**src/rtl/axi2per_req_sched.sv**
```systemverilog
// rtl/axi2per_req_sched.sv - single-outstanding AXI read/write request scheduler for the peripheral bridge
// Define AXI2PER_RR_ARB_EN for read/write round-robin; the default is write-over-read fixed priority.
module axi2per_req_sched #(
  parameter int unsigned PER_ADDR_WIDTH = 32,
  parameter int unsigned AXI_ADDR_WIDTH = 32,
  parameter int unsigned AXI_DATA_WIDTH = 64,
  parameter int unsigned AXI_ID_WIDTH   = 3
) (
  input  logic                        clk_i,
  input  logic                        rst_ni,
  input  logic                        ar_valid_i,
  output logic                        ar_ready_o,
  input  logic [AXI_ADDR_WIDTH-1:0]   ar_addr_i,
  input  logic [AXI_ID_WIDTH-1:0]     ar_id_i,
  input  logic                        aw_valid_i,
  output logic                        aw_ready_o,
  input  logic [AXI_ADDR_WIDTH-1:0]   aw_addr_i,
  input  logic [AXI_ID_WIDTH-1:0]     aw_id_i,
  input  logic                        aw_atop_r_i,
  input  logic                        w_valid_i,
  output logic                        w_ready_o,
  input  logic [AXI_DATA_WIDTH-1:0]   w_data_i,
  input  logic [AXI_DATA_WIDTH/8-1:0] w_strb_i,
  output logic                        per_req_o,
  input  logic                        per_gnt_i,
  output logic [PER_ADDR_WIDTH-1:0]   per_add_o,
  output logic                        per_we_o,
  output logic [31:0]                 per_wdata_o,
  output logic [3:0]                  per_be_o,
  output logic                        trans_req_o,
  output logic                        trans_we_o,
  output logic                        trans_atop_r_o,
  output logic [AXI_ID_WIDTH-1:0]     trans_id_o,
  output logic [AXI_ADDR_WIDTH-1:0]   trans_add_o,
  input  logic                        trans_done_i
);

  typedef enum logic [1:0] {IDLE, REQ, WAIT} state_e;

  state_e                      state_q;
  logic                        rd_cand, wr_cand, rd_win, wr_win;
  logic                        we_q, atop_q;
  logic [AXI_ID_WIDTH-1:0]     id_q;
  logic [AXI_ADDR_WIDTH-1:0]   addr_q;
  logic [31:0]                 wdata_q;
  logic [3:0]                  be_q;

`ifdef AXI2PER_RR_ARB_EN
  logic rr_q;  // 1 = write preferred on the next tie
`endif

  always_comb begin
    rd_cand = ar_valid_i;
    wr_cand = aw_valid_i & w_valid_i;
`ifdef AXI2PER_RR_ARB_EN
    wr_win  = wr_cand & (~rd_cand | rr_q);
`else
    wr_win  = wr_cand;
`endif
    rd_win  = rd_cand & ~wr_win;
  end

  assign ar_ready_o = (state_q == IDLE) & rd_win;
  assign aw_ready_o = (state_q == IDLE) & wr_win;
  assign w_ready_o  = (state_q == IDLE) & wr_win;

  assign per_req_o      = (state_q == REQ);
  assign per_add_o      = addr_q[PER_ADDR_WIDTH-1:0];
  assign per_we_o       = we_q;
  assign per_wdata_o    = wdata_q;
  assign per_be_o       = be_q;
  assign trans_req_o    = (state_q == REQ) & per_gnt_i;
  assign trans_we_o     = we_q;
  assign trans_atop_r_o = atop_q;
  assign trans_id_o     = id_q;
  assign trans_add_o    = addr_q;

  always_ff @(posedge clk_i or negedge rst_ni) begin
    if (!rst_ni) begin
      state_q <= IDLE;
      we_q    <= 1'b0;
      atop_q  <= 1'b0;
      id_q    <= '0;
      addr_q  <= '0;
      wdata_q <= '0;
      be_q    <= '0;
`ifdef AXI2PER_RR_ARB_EN
      rr_q    <= 1'b0;
`endif
    end else begin
      case (state_q)
        IDLE: begin
          if (wr_win) begin
            state_q <= REQ;
            we_q    <= 1'b0;
            atop_q  <= aw_atop_r_i;
            id_q    <= aw_id_i;
            addr_q  <= aw_addr_i;
            // Pick the 32-bit lane of the 64-bit beat that this word address hits
            wdata_q <= aw_addr_i[2] ? w_data_i[63:32] : w_data_i[31:0];
            be_q    <= aw_addr_i[2] ? w_strb_i[7:4]   : w_strb_i[3:0];
`ifdef AXI2PER_RR_ARB_EN
            rr_q    <= 1'b0;
`endif
          end else if (rd_win) begin
            state_q <= REQ;
            we_q    <= 1'b1;
            atop_q  <= 1'b0;
            id_q    <= ar_id_i;
            addr_q  <= ar_addr_i;
            wdata_q <= '0;
            be_q    <= 4'hF;
`ifdef AXI2PER_RR_ARB_EN
            rr_q    <= 1'b1;
`endif
          end
        end
        REQ: begin
          if (per_gnt_i) state_q <= WAIT;
        end
        WAIT: begin
          if (trans_done_i) state_q <= IDLE;
        end
        default: state_q <= IDLE;
      endcase
    end
  end

endmodule

```
**config.mk**
```make
export PLATFORM = sky130hd
export DESIGN_NAME = axi2per_req_sched
export DESIGN_NICKNAME = d
export VERILOG_FILES = /design/src/rtl/axi2per_req_sched.sv
export SDC_FILE = /design/constraint.sdc
export NUM_CORES = 1
export LEC_CHECK = 0
export BUFFER_PORTS_ARGS = -buffer_cell sky130_fd_sc_hd__buf_2
export CAP_MARGIN = 40
export CORE_ASPECT_RATIO = 0.6
export CORE_MARGIN = 1.5
export CORE_UTILIZATION = 42
export CTS_CLUSTER_DIAMETER = 100
export DETAILED_ROUTE_END_ITERATION = 10
export HOLD_SLACK_MARGIN = 0.03
export PLACE_DENSITY = 0.79
export SLEW_MARGIN = 20
export SYNTH_ARGS = -nofsm -noshare
export SYNTH_HDL_FRONTEND = slang
export SYNTH_SLANG_ARGS = --single-unit
export TNS_END_PERCENT = 1
```
**constraint.sdc**
```tcl
create_clock -name clk_i -period 1.5 [get_ports clk_i]
set_input_delay 0.3 -clock clk_i [delete_from_list [all_inputs] [get_ports clk_i]]
set_output_delay 0.3 -clock clk_i [all_outputs]
set_load 0.05 [all_outputs]
```
==> run_results.csv <==
group,metric,value,unit
clocking,path_clk_slew,0.06,ns
worst_hold_path,hp-class,"in -> reg",
logic_synthesis,yosysTopAreaCellShare,48.4,%
final_layout,diodes,0,
setup_path,cp-start-kind,"register",
final_layout,layout-drive-gt1-share,70.2,%
setup_path,cp.arrival,1.30,ns
outcome,violations,"setup timing",
clocking,htree_levels,3,
logic_synthesis,yosys_warnings,0,
worst_hold_path,min_delay_path_depth,2,
global_routing,grt_pass1_vias,3279,
floorplan,dieArea,0.00984,sq mm
logic_synthesis,synth-seq-cells,75,
routing,via_count,3120,
global_routing,grt_overflow,0,
floorplan,rows,26,
global_routing,grt_usage,20.0,%
timing,slew_viol_final,0,
logic_synthesis,synth-simple-area-share,1.77,%
floorplan,die_x,127,um
clocking,clk_latency,0.32,ns
final_layout,nets,672,
logic_synthesis,synthAdderAreaFrac,0,%
setup_path,worstSetupPathType,"reg -> out",
logic_synthesis,synth_compound_area_share,8.13,%
final_layout,synthToLayoutAreaGrowth,40.3,%
final_layout,final_core_util,62.2,%
setup_path,worstPathMaxFanout,3,
logic_synthesis,synth_xor_area_share,0,%
timing,setup_ws,-0.0990,ns
logic_synthesis,postSynthAreaPerCell,13.4,sq um
clocking,cts_tree,"yes",
setup_path,required,1.20,ns
logic_synthesis,synthTopCellsByCount,"75 x dfrtp_1, 74 x mux2_2, 36 x buf_4, 36 x mux2i_1, 32 x o2bb2ai_1",
routing,vias_per_cell,4.88,
timing,fin_crit_sh,107,%
routing,drc,0,
power,peakVddDrop,1.90,mV
logic_synthesis,synth_top_area_cell,"dfrtp_1",
clocking,clock-sinks,75,
timing,setup_viol,4,
logic_synthesis,yosys-top-cells-area,"dfrtp_1 48%, mux2_2 21%, mux2i_1 9.3%",
logic_synthesis,syn_inst,290,
timing,worst_pin_slew,0.401,ns
clocking,clockBufferDepth,2,
place,dp_hpwl,7390,um
timing,max_freq,625,MHz
power,powerDensity,2730,mW/mm^2
place,place_congestion,0.816,
place,place_area,0.00509,sq mm
final_layout,final_cells,639,
logic_synthesis,synth_nets,440,
logic_synthesis,ys_seq_area_share,48.4,%
logic_synthesis,async_reset_ff_share,100,%
timing,hold_violations,0,
place,portBuffers,260,
logic_synthesis,yosysMostFrequentCell,"dfrtp_1",
power,leakagePower,2.84,nW
global_routing,grt_max_degree,76,
routing,wl,9750,um
routing,wl_per_cell,15.3,um
place,dp.cells,621,
floorplan,initial_core_util,44.3,%
logic_synthesis,ys.flop_type,"dfrtp_1",
timing,slew_headroom,73.2,%
final_layout,final_area,0.00544,sq mm
floorplan,dieHeight,77.5,um
floorplan,design.core.area,0.00875,sq mm
setup_path,ff2ff_path_depth,6,
routing,drt_iter0_markers,62,
routing,ant_nets,0,
logic_synthesis,synth_top_family_by_area,"multiplexers",
setup_path,endpoint_kind,"output pin",
job,maxCapViolCount,0,
outcome,status,"complete, but fails checks",
global_routing,grt_pass1_wl,15600,um
logic_synthesis,synth_cell_types,19,
timing,grt_setup_unrepaired,"yes",
logic_synthesis,syn_area,0.00388,sq mm
place,dp_slack,-0.00768,ns
logic_synthesis,muxShareOfSynthArea,30.8,%
logic_synthesis,synth_edf_count,0,
routing,firstDrtPassIters,4,
floorplan,io_pins,261,
timing,skew,0.00384,ns
power,power,0.0149,W
clocking,root_buffer,"clkbuf_16",
global_routing,grt_antenna_before_repair,0,
timing,period_needed,1.60,ns
clocking,cts_buffers,9,
==> final timing paths <==
path	start	to	slack, ns
setup / recovery	state_q[0]	ar_ready_o	-0.1
hold / removal	per_gnt_i	state_q[0]	0.18
setup reg to reg	state_q[1]	per_add_o[15]	0.03
hold reg to reg	per_wdata_o[29]	per_wdata_o[29]	0.48
max in group asynchronous	rst_ni	per_add_o[31]	0.64
min in group asynchronous	rst_ni	per_wdata_o[29]	0.53
==> cell usage in the layout (no fill, tap or decap) <==
cell	synthesis	layout
nor3b_1	1	1
buf_12	0	6
nor2b_2	0	1
a21oi_1	1	1
o2bb2ai_1	32	32
and3_4	0	1
nand2_1	6	5
clkbuf_16	0	9
buf_6	10	3
and2_4	0	1
o21ai_4	1	1
clkbuf_1	0	1
dlygate4sd3_1	0	1
mux2_4	0	2
o21ai_0	1	1
bufinv_16	0	1
inv_1	2	1
mux2_2	74	72
clkbuf_8	0	1
a22o_1	1	1
buf_4	36	8
buf_2	7	255
clkinvlp_4	0	2
and2_2	0	1
dfrtp_1	75	75
mux2i_1	36	36
clkinv_2	0	3
nor2_1	2	2
or2_2	1	1
buf_8	0	1
nand2_4	0	1
==> worst max-delay path, cell delays in order (launching register included) <==
cell     delay [ns]
dfrtp_1        0.39
nor2_1         0.10
buf_4          0.14
and3_4         0.20
buf_8          0.14
==> through the flow <==
stage	hold slack (ns)	TNS, ns
2_1_floorplan	0.00441	-0.189
3_3_place_gp	0.342	0
3_5_place_dp	0.347	-0.0345
4_1_cts	0.170	-0.348
5_1_grt	0.186	-1.30
6_report	0.183	-0.271
==> cell families after synthesis <==
logic type	Yosys count
AND/OR/NAND/NOR	14
AO/OA/AOI/OAI	36
buffers and inverters	55
multiplexers	110
flip-flops	75
==> routing by layer <==
layer / part of all wire, % / vias up / global-route usage [%]
li1: - / 1481 / -
met1: 40 / 1501 / 22.1
met2: 52 / 126 / 36.3
met3: 7.1 / 12 / 6.83
met4: 1.1 / 0 / 6.36
met5: 0 / - / 0
==> registers in the layout, indices dropped and copies added (netlist names) <==
signal          count
per_be_o            4
trans_atop_r_o      1
per_wdata_o        32
state_q             2
trans_id_o          3
per_we_o            1
per_add_o          32
==> timing repair <==
action,4_1_cts,5_1_grt
buffers inserted,1,0
hold buffers,1,0
resized for setup,10,2
setup endpoints to repair,4,44
endpoints found under the hold margin,75,0
==> area by class of cell <==
| class | instances | area (sq um) |
|---|---|---|
| inverters | 2 | 11.3 |
| clock buffers | 11 | 243 |
| multi-input cells | 160 | 1600 |
| clock inverters | 5 | 52.6 |
| flip-flops and latches | 75 | 1880 |
| fillers | 721 | 3310 |
| repair buffers | 274 | 1520 |
| well taps | 112 | 140 |
==> report_power, final <==
group | internal (W) | total [W] | switching (W) | leakage [nW]
combinational | 0.00236 | 0.00911 | 0.00674 | 1.77
sequential | 0.00301 | 0.00363 | 0.000613 | 0.921
clock | 0.00132 | 0.00212 | 0.000799 | 0.145
total | 0.00670 | 0.0149 | 0.00815 | 2.84
No activity file was read; power rests on OpenSTA's default activity.
